==> config.mk <==
export PLATFORM = sky130hd
export DESIGN_NAME = anti_theft_ctrl_flat
export DESIGN_NICKNAME = d
export VERILOG_FILES = /design/src/rtl/anti_theft_ctrl_if.sv /design/src/rtl/anti_theft_ctrl.sv /design/src/flat_wrapper.sv
export SDC_FILE = /design/constraint.sdc
export NUM_CORES = 1
export LEC_CHECK = 0
export CAP_MARGIN = 0
export CORE_MARGIN = 2
export CORE_UTILIZATION = 51
export CTS_CLUSTER_DIAMETER = 80
export DETAILED_ROUTE_END_ITERATION = 16
export PLACE_DENSITY = 0.76
export SKIP_CTS_REPAIR_TIMING = 1
export SLEW_MARGIN = 0
export SYNTH_ARGS = -nofsm -noshare
export SYNTH_HDL_FRONTEND = slang
export SYNTH_SLANG_ARGS = --single-unit
==> constraint.sdc <==
create_clock -name clk -period 1.6 [get_ports clk]
set_input_delay 0.48 -clock clk [delete_from_list [all_inputs] [get_ports clk]]
set_output_delay 0.48 -clock clk [all_outputs]
set_load 0.05 [all_outputs]
==> src/rtl/anti_theft_ctrl_if.sv <==
// Sensor inputs and indicator outputs of the anti-theft sequencer.
// one_hz_enable is a single-cycle strobe; there is no valid/ready handshake on this bus.
interface anti_theft_ctrl_if;
  logic       one_hz_enable;
  logic       ignition;
  logic       driver_door;
  logic       passenger_door;
  logic       siren;
  logic       status_led;
  logic       armed;
  logic [2:0] state_dbg;

  modport master (
    output one_hz_enable, ignition, driver_door, passenger_door,
    input  siren, status_led, armed, state_dbg
  );

  modport slave (
    input  one_hz_enable, ignition, driver_door, passenger_door,
    output siren, status_led, armed, state_dbg
  );
endinterface

==> src/rtl/anti_theft_ctrl.sv <==
// Car-alarm sequencer: arms after the driver leaves, runs entry/alarm countdowns
// from a seconds down-counter, drives siren, status LED and the fuel-gate armed flag.
module anti_theft_ctrl #(
    parameter int T_ARM_DELAY       = 6,
    parameter int T_DRIVER_DELAY    = 8,
    parameter int T_PASSENGER_DELAY = 15,
    parameter int T_ALARM_ON        = 10,
    parameter int TW                = 4
) (
    input  logic               clk,
    input  logic               reset,
    anti_theft_ctrl_if.slave   bus
);

    typedef enum logic [2:0] {
        ARMED      = 3'd0,
        TRIGGERED  = 3'd1,
        ALARM      = 3'd2,
        ALARM_HOLD = 3'd3,
        DISARMED   = 3'd4,
        WAIT_OPEN  = 3'd5,
        WAIT_CLOSE = 3'd6,
        ARM_DELAY  = 3'd7
    } state_t;

    state_t        state, state_n;
    logic [TW-1:0] count;
    logic [TW-1:0] load_val;
    logic          load;
    logic          expired;
    logic          tick;
    logic          led_phase;
    logic          siren_q, led_q, armed_q;
    logic [2:0]    dbg_q;

    assign tick    = bus.one_hz_enable;
    assign expired = (count == '0) && tick;

    always_ff @(posedge clk or posedge reset) begin
        if (reset) state <= ARMED;
        else       state <= state_n;
    end

    always_comb begin
        state_n  = state;
        load     = 1'b0;
        load_val = '0;
        case (state)
            ARMED: begin
                if (bus.driver_door) begin
                    state_n  = TRIGGERED;
                    load     = 1'b1;
                    load_val = TW'(T_DRIVER_DELAY);
                end else if (bus.passenger_door) begin
                    state_n  = TRIGGERED;
                    load     = 1'b1;
                    load_val = TW'(T_PASSENGER_DELAY);
                end
            end
            TRIGGERED: if (expired) state_n = ALARM;
            ALARM: begin
                if (!bus.driver_door && !bus.passenger_door) begin
                    state_n  = ALARM_HOLD;
                    load     = 1'b1;
                    load_val = TW'(T_ALARM_ON);
                end
            end
            ALARM_HOLD: begin
                // A reopened door beats a same-cycle expiry.
                if (bus.driver_door || bus.passenger_door) state_n = ALARM;
                else if (expired)                          state_n = ARMED;
            end
            DISARMED:   if (!bus.ignition) state_n = WAIT_OPEN;
            WAIT_OPEN:  if (bus.driver_door) state_n = WAIT_CLOSE;
            WAIT_CLOSE: begin
                if (!bus.driver_door) begin
                    state_n  = ARM_DELAY;
                    load     = 1'b1;
                    load_val = TW'(T_ARM_DELAY);
                end
            end
            ARM_DELAY: begin
                if (bus.driver_door || bus.passenger_door) state_n = WAIT_CLOSE;
                else if (expired)                          state_n = ARMED;
            end
            default: state_n = ARMED;
        endcase
        if (bus.ignition) begin
            state_n = DISARMED;
            load    = 1'b0;
        end
    end

    // Load has priority over a coincident tick, so a load of N expires on tick N+1.
    always_ff @(posedge clk or posedge reset) begin
        if (reset)                   count <= '0;
        else if (load)               count <= load_val;
        else if (tick && count != 0) count <= count - 1'b1;
    end

    always_ff @(posedge clk or posedge reset) begin
        if (reset)                   led_phase <= 1'b0;
        else if (state_n != ARMED)   led_phase <= 1'b0;
        else if (state != ARMED)     led_phase <= 1'b0;
        else if (tick)               led_phase <= ~led_phase;
    end

    // Outputs are registered from the current state, trailing it by one clock.
    always_ff @(posedge clk or posedge reset) begin
        if (reset) begin
            siren_q <= 1'b0;
            led_q   <= 1'b0;
            armed_q <= 1'b1;
            dbg_q   <= 3'd0;
        end else begin
            siren_q <= (state == ALARM) || (state == ALARM_HOLD);
            armed_q <= (state == ARMED) || (state == TRIGGERED) ||
                       (state == ALARM) || (state == ALARM_HOLD);
            led_q   <= (state == ARMED) ? led_phase :
                       ((state == TRIGGERED) || (state == ALARM) || (state == ALARM_HOLD));
            dbg_q   <= state;
        end
    end

    assign bus.siren      = siren_q;
    assign bus.status_led = led_q;
    assign bus.armed      = armed_q;
    assign bus.state_dbg  = dbg_q;

endmodule

==> src/flat_wrapper.sv <==
// flat-port wrapper written by rule: the top's interface ports become plain ports
module anti_theft_ctrl_flat 
#(
    parameter int T_ARM_DELAY       = 6,
    parameter int T_DRIVER_DELAY    = 8,
    parameter int T_PASSENGER_DELAY = 15,
    parameter int T_ALARM_ON        = 10,
    parameter int TW                = 4
)
  (clk, reset, bus_one_hz_enable, bus_ignition, bus_driver_door, bus_passenger_door, bus_siren, bus_status_led, bus_armed, bus_state_dbg);
  anti_theft_ctrl_if bus_i ();
  input  logic clk;
  input  logic reset;
  input wire logic [$bits(bus_i.one_hz_enable)-1:0] bus_one_hz_enable;
  input wire logic [$bits(bus_i.ignition)-1:0] bus_ignition;
  input wire logic [$bits(bus_i.driver_door)-1:0] bus_driver_door;
  input wire logic [$bits(bus_i.passenger_door)-1:0] bus_passenger_door;
  output wire logic [$bits(bus_i.siren)-1:0] bus_siren;
  output wire logic [$bits(bus_i.status_led)-1:0] bus_status_led;
  output wire logic [$bits(bus_i.armed)-1:0] bus_armed;
  output wire logic [$bits(bus_i.state_dbg)-1:0] bus_state_dbg;
  assign bus_i.one_hz_enable = bus_one_hz_enable;
  assign bus_i.ignition = bus_ignition;
  assign bus_i.driver_door = bus_driver_door;
  assign bus_i.passenger_door = bus_passenger_door;
  assign bus_siren = bus_i.siren;
  assign bus_status_led = bus_i.status_led;
  assign bus_armed = bus_i.armed;
  assign bus_state_dbg = bus_i.state_dbg;
  anti_theft_ctrl #(.T_ARM_DELAY(T_ARM_DELAY), .T_DRIVER_DELAY(T_DRIVER_DELAY), .T_PASSENGER_DELAY(T_PASSENGER_DELAY), .T_ALARM_ON(T_ALARM_ON), .TW(TW)) u_core (.clk(clk), .reset(reset), .bus(bus_i));
endmodule
==> key figures, run 1 <==
Outcome
  • Status: completed

Yosys
  • Ys Warns: 0
  • Yosys cell types: 39
  • Register area share after synthesis: 43.9%
  • Async set-reset flop share out of synthesis: 100%
  • Synth cell count leaders: 13 x dfrtp_1, 6 x nor2_1, 6 x nor3_1
  • Mapped Area: 801 µm²
  • Post-Synth Adder-Cell Area: 3.13%
  • Post-synth top area share: 40.6%
  • Synth Area in Compound Gates: 12.5%
  • Synth Area in Simple Gates: 26.7%
  • Most common cell in the netlist: dfrtp_1
  • Xor-xnor portion of the synthesized cell area: 3.28%
  • Ys flop type: dfrtp_1
  • Mean Syn Cell Area: 10.7 µm²
  • Syn Nets: 83
  • Post-Syn Instances: 75
  • Multiplexer area fraction after synthesis: 5.31%
  • EDFF count, synth: 0
  • Main combinational cell family by area after synthesis: simple AND/OR/NAND/NOR gates
  • Synth Register Bits: 14
  • Largest cells by area after synthesis: dfrtp_1 41%, nor3_1 3.8%, nor4b_2 3.8%, dfstp_2 3.3%, xnor2_1 3.3%
  • Leading area contributor after synthesis: dfrtp_1

Floorplan
  • Overall die width: 43.6 µm
  • Row Count: 14
  • Initial Util: 53.8%
  • Core footprint: 1490 µm²
  • # IOs: 12
  • Die Y: 43.6 µm
  • Die area: 1900 µm²

Worst setup path
  • CP top delay family: compound AO/OA/AOI/OAI gates
  • Crit path max fanout: 3
  • Buf/Inv on CP: 1
  • Crit path max-delay cell type: dfrtp_1
  • Critical Path RT: 1.78 ns
  • Setup crit end kind: flop
  • CP cell instances: inv_1, ha_2, and4bb_1, o21ai_1, nand2_1, a2111oi_4
  • WP data arrival: 1.72 ns
  • CP peak stage delay: 0.39 ns
  • Setup crit start kind: flop
  • Setup CP Type: reg2reg

Routing
  • Routed WL: 2120 µm
  • Vias: 701
  • Drt via density: 5.84
  • Initial DRC count: 43
  • Iteration count of the initial detailed-routing pass: 4
  • DRC viols: 0
  • Post-DR wirelength/cell: 17.7 µm
  • Antenna-violating nets left: 0

Flow run
  • Number of max-cap violations: 0

Worst hold path
  • HP Class: in2async

Finish
  • # diodes: 0
  • Nets: 113
  • # fillers: 72
  • Reg area: 352 µm²
  • Share of cells above drive strength 1: 42.3%
  • Finished Layout Cells: 120
  • Syn-to-layout area delta: 52.0%
  • Area of the multi-input gates: 482 µm²

Timing
  • Tmin final: 1.54 ns
  • Fin. Hold Viols: 0
  • Max-slew headroom: 76.4%
  • Worst-margin pin slew: 0.351 ns
  • Tcrit/Tclk final: 96.2%
  • Fin. max-slew vios: 0
  • Skew final: 0.00316 ns
  • Highest clock rate: 650 MHz
  • Setup ws final: 0.0610 ns
  • Setup-failing EPs final: 0
  • WHS: 0.491 ns

Place
  • Setup WS pre-CTS: -0.375 ns
  • I/O Buffers: 11
  • Inst Count DP: 115
  • Routability cong.: 0.869
  • Post-DP HPWL: 1360 µm

GRT
  • Number of global-route vias before repair: 674
  • Largest net degree at the start of global routing: 15
  • Total gr overflow: 0
  • Antenna violations before repair: 0
  • First-pass GRT wire length: 2980 µm
  • GRT Total Usage: 21.1%

Clocking
  • CTS clock-pin slew for the worst setup and hold paths: 0.09 ns
  • CTS tree: yes
  • CTS Buffer Depth: 2
  • Root Buffer: clkbuf_4
  • Clock sink total: 14
  • Insertion delay to the later sink of the worst-skew pair: 0.28 ns
  • Htree depth: 1
  • CTS Buf Count: 3

Power
  • Lkg Pwr: 0.545 nW
  • Pwr Total: 1.27 mW
  • Pwr/cell area: 1050 nW/µm²
  • Max VDD drop: 0.995 mV
-- metal layers --
layer	vias up	global-route usage, %	share of wire, %
met3	4	2.92	5.5
li1	332	-	-
met5	-	0	0
met2	30	34.1	51
met4	0	10.3	0.85
met1	335	27.8	43
-- cell type report --
class,count,area share (%)
inverter,4,1.23
multi-input combinational,53,39.6
tap,16,1.64
clock buffer,4,2.98
sequential,14,28.9
timing repair buffer,29,25.7
-- layout by cell type (no fill, tap or decap), drive strengths merged, types with 2 or more instances in the layout --
cell type      count
mux2i              2
o21ai              2
xnor2              3
nor3               6
dlymetal6s2s       3
inv                4
nor4b              2
ha                 2
buf               24
clkdlybuf4s50      2
nor2               6
mux2               2
nand2              3
nor3b              3
dfrtp             13
a2111oi            2
clkbuf             4
nor4               2
nand2b             2
-- power by group --
| group | total (mW) | internal, mW | switching [mW] |
|---|---|---|---|
| Sequential | 0.481 | 0.414 | 0.0668 |
| Clock | 0.258 | 0.138 | 0.119 |
| Combinational | 0.534 | 0.290 | 0.244 |
-- final timing paths --
kind / cells after the start / slack, ns / startpoint / to
max in group asynchronous: 3 / 0.87 / reset / u_core.bus.armed
worst min register to register: 0 / 0.52 / u_core.state[1] / u_core.bus.state_dbg[1]
worst max-delay path: 6 / 0.06 / u_core.count[1] / u_core.state[0]
worst min-delay path: 3 / 0.49 / reset / u_core.bus.status_led
min in group clk: 0 / 0.52 / u_core.state[1] / u_core.bus.state_dbg[1]
worst max register to register: 6 / 0.06 / u_core.count[1] / u_core.state[0]
-- per-stage QoR --
| stage | setup TNS, ns | instance area (µm²) | util (%) |
|---|---|---|---|
| 5_1_grt | -0.0666 | 1220 | 81.8 |
| 2_1_floorplan | 0 | 801 | - |
| 3_3_place_gp | -2.04 | 1090 | 73.4 |
| 4_1_cts | -0.285 | 1130 | 75.8 |
| 6_report | 0 | 1220 | 81.8 |
| 3_5_place_dp | -2.30 | 1090 | 73.4 |
-- tightest hold or removal path, cell delays in order --
cell	delay [ns]
clkdlybuf4s50_1	0.40
inv_1	0.05
buf_4	0.21
-- kinds of logic (layout without fill, tap and decap cells) --
logic type / count (synthesis) / count (layout)
xor gates and xnor gates: 3 / 3
DFF: 14 / 14
AOI/OAI and AO/OA: 13 / 13
and+or+nand+nor: 31 / 31
adders and majority gates: 2 / 2
buffers and inverters: 8 / 37
muxes: 4 / 4
-- registers in the layout, summed over array words and instances (netlist names) --
name	count
u_core.led_phase	1
u_core.count	4
u_core.bus.status_led	1
u_core.bus.state_dbg	3
u_core.bus.siren	1
u_core.bus.armed	1
u_core.state	3
(Power assumes the default switching activity.)
==> run 2, diff against run 1 <==
- CORE_UTILIZATION: 51 -> 59
- DONT_BUFFER_PORTS: unset -> 1
- HOLD_SLACK_MARGIN: unset -> 0.1
- PLACE_DENSITY: 0.76 -> 0.75
==> run 2 against run 1 <==
Worst setup slack improved by 0.0091 ns. Routed wire length is 20% lower. Utilization fell by 12 points. Non-clock buffer count fell by 23. Register-to-register slack is essentially flat. Sequential power is 4% higher. Largest cell class unchanged. Final cell count down 20%. Clock power up 6%. Combinational power fell by 26%.
==> key figures, run 2 (same netlist as run 1, synthesis figures left out) <==
Outcome
  • Status: completed (unchanged)

Routing
  • Routed WL: 1690 µm (was 2120 µm)
  • Iteration count of the initial detailed-routing pass: 4 (unchanged)
  • Initial DRC count: 19 (was 43)
  • Vias: 621 (was 701)
  • Drt via density: 6.47 (was 5.84)
  • DRC viols: 0 (unchanged)
  • Antenna-violating nets left: 0 (unchanged)
  • Post-DR wirelength/cell: 17.6 µm (was 17.7 µm)

Timing
  • Tmin final: 1.53 ns (was 1.54 ns)
  • Total Neg Setup Slack: 0 ns (unchanged)
  • Setup ws final: 0.0701 ns (was 0.0610 ns)
  • Fin. max-slew vios: 0 (unchanged)
  • Setup-failing EPs final: 0 (unchanged)
  • Skew final: 0.00439 ns (was 0.00316 ns)
  • Max-slew headroom: 64.4% (was 76.4%)
  • Tcrit/Tclk final: 95.6% (was 96.2%)
  • Fin. Hold Viols: 0 (unchanged)
  • WHS: 0.0931 ns (was 0.491 ns)
  • Worst-margin pin slew: 0.533 ns (was 0.351 ns)
  • Highest clock rate: 654 MHz (was 650 MHz)

Floorplan
  • Die area: 1670 µm² (was 1900 µm²)
  • Core footprint: 1280 µm² (was 1490 µm²)
  • Initial Util: 62.3% (was 53.8%)
  • # IOs: 12 (unchanged)
  • Row Count: 13 (was 14)
  • Overall die width: 40.8 µm (was 43.6 µm)
  • Die Y: 40.8 µm (was 43.6 µm)

Power
  • Switching part of the total: 34.3% (was 33.8%)
  • Lkg Pwr: 0.371 nW (was 0.545 nW)
  • Max VDD drop: 0.953 mV (was 0.995 mV)
  • Psw: 0.400 mW (was 0.430 mW)
  • Pwr/cell area: 1300 nW/µm² (was 1050 nW/µm²)
  • Power Internal: 0.768 mW (was 0.842 mW)
  • Flop pwr share: 42.7% (was 37.8%)
  • Clock power share: 23.4% (was 20.2%)
  • Combinational share of power: 33.9% (was 42.0%)
  • Pwr Total: 1.17 mW (was 1.27 mW)

GRT
  • First-pass GRT wire length: 2470 µm (was 2980 µm)
  • Number of global-route vias before repair: 570 (was 674)
  • Total gr overflow: 0 (unchanged)
  • Largest net degree at the start of global routing: 15 (unchanged)
  • Antenna violations before repair: 0 (unchanged)
  • GRT Total Usage: 23.7% (was 21.1%)

Place
  • Post-DP HPWL: 1170 µm (was 1360 µm)
  • Routability cong.: 0.849 (was 0.869)
  • Setup WS pre-CTS: -0.00466 ns (was -0.375 ns)
  • I/O Buffers: 0 (was 11)
  • Inst Count DP: 91 (was 115)

Worst setup path
  • Setup CP Type: reg2reg (unchanged)
  • Setup crit start kind: flop (unchanged)
  • Crit path max fanout: 8 (was 3)
  • WP data arrival: 1.71 ns (was 1.72 ns)
  • Critical Path RT: 1.78 ns (about the same)
  • Setup crit end kind: flop (unchanged)

Finish
  • Commonest cells after routing, fill and taps aside: 13 x dfrtp_1, 6 x nor2_1, 6 x nor3_1, 6 x buf_4 (was 18 x buf_4, 13 x dfrtp_1, 6 x nor3_1, 6 x buf_12, 5 x nor2_1)
  • Syn-to-layout area delta: 12.3% (was 52.0%)
  • Leading cell type in the layout, fill and taps excluded: dfrtp_1 (was buf_4)
  • Share of cells above drive strength 1: 25.9% (was 42.3%)
  • # diodes: 0 (unchanged)
  • Nets: 90 (was 113)
  • Most flop-heavy register: u_core.count (unchanged)
  • Max FFs per register: 4 (unchanged)
  • Finished Layout Cells: 96 (was 120)

Clocking
  • CTS Buf Count: 3 (unchanged)
  • CTS clock-pin slew for the worst setup and hold paths: 0.09 ns (about the same)
  • Root Buffer: clkbuf_4 (unchanged)
  • CTS Buffer Depth: 2 (unchanged)
  • Clock sink total: 14 (unchanged)
  • CTS tree: yes (unchanged)
  • Htree depth: 1 (unchanged)
  • Insertion delay to the later sink of the worst-skew pair: 0.30 ns (was 0.28 ns)

Flow run
  • Number of max-cap violations: 0 (unchanged)

Worst hold path
  • HP Class: in2async (unchanged)
run 2: cell count changes in the layout (fill, tap and decap cells not counted), sizes merged:
cell / before / now
buf: 24 / 6
dlymetal6s2s: 3 / 0
clkdlybuf4s50: 2 / 0
run 2: power by group through the flow:
| stage | logic [mW] | clock network, mW | registers, mW |
|---|---|---|---|
| 2_1_floorplan | 0.273 | 0 | 0.485 |
| 3_3_place_gp | 0.327 | 0 | 0.494 |
| 3_5_place_dp | 0.334 | 0 | 0.497 |
| 4_1_cts | 0.335 | 0.271 | 0.490 |
| 5_1_grt | 0.443 | 0.287 | 0.507 |
| 6_report | 0.397 | 0.273 | 0.499 |
run 2: final cells by class:
class	instances	area, µm²
timing repair buffer	6	45.0
fill	83	385
tap	15	18.8
multi-input combinational	53	433
inverter	4	15.0
clock buffer	4	36.3
sequential	14	352
run 2: path summary, 6_finish.rpt:
path                                  start                      end  slack [ns]  cells past startpoint
min reg2reg                u_core.led_phase    u_core.bus.status_led        0.56                      2
min in group clk               bus_ignition          u_core.state[0]        0.23                      1
max reg2reg                 u_core.count[2]          u_core.count[3]        0.07                      4
max in group asynchronous             reset         u_core.bus.armed        1.14                      1
max                         u_core.count[2]          u_core.count[3]        0.07                      4
min                                   reset  u_core.bus.state_dbg[1]        0.09                      1
run 2: through the flow:
step	instance area, µm²	utilization (%)
6_report	900	70.0
5_1_grt	900	70.0
4_1_cts	867	67.5
3_5_place_dp	831	64.7
3_3_place_gp	831	64.7
2_1_floorplan	801	-
run 2: worst max-delay path: stages, from the launching register on:
cell and delay [ns]:
dfrtp_1 0.48, nor4b_2 0.35, mux2i_1 0.28, a21boi_0 0.21
o22ai_1 0.10
run 2: metal layers:
| metal | vias up | share of wire [%] | track usage [%] | wire (µm) |
|---|---|---|---|---|
| met2 | 30 | 46 | 34.4 | 778 |
| met3 | 5 | 8.1 | 5.43 | 136 |
| met5 | - | 0 | 0 | 0 |
| met4 | 0 | 3.0 | 20.0 | 50 |
| met1 | 300 | 43 | 29.2 | 724 |
| li1 | 286 | - | - | - |
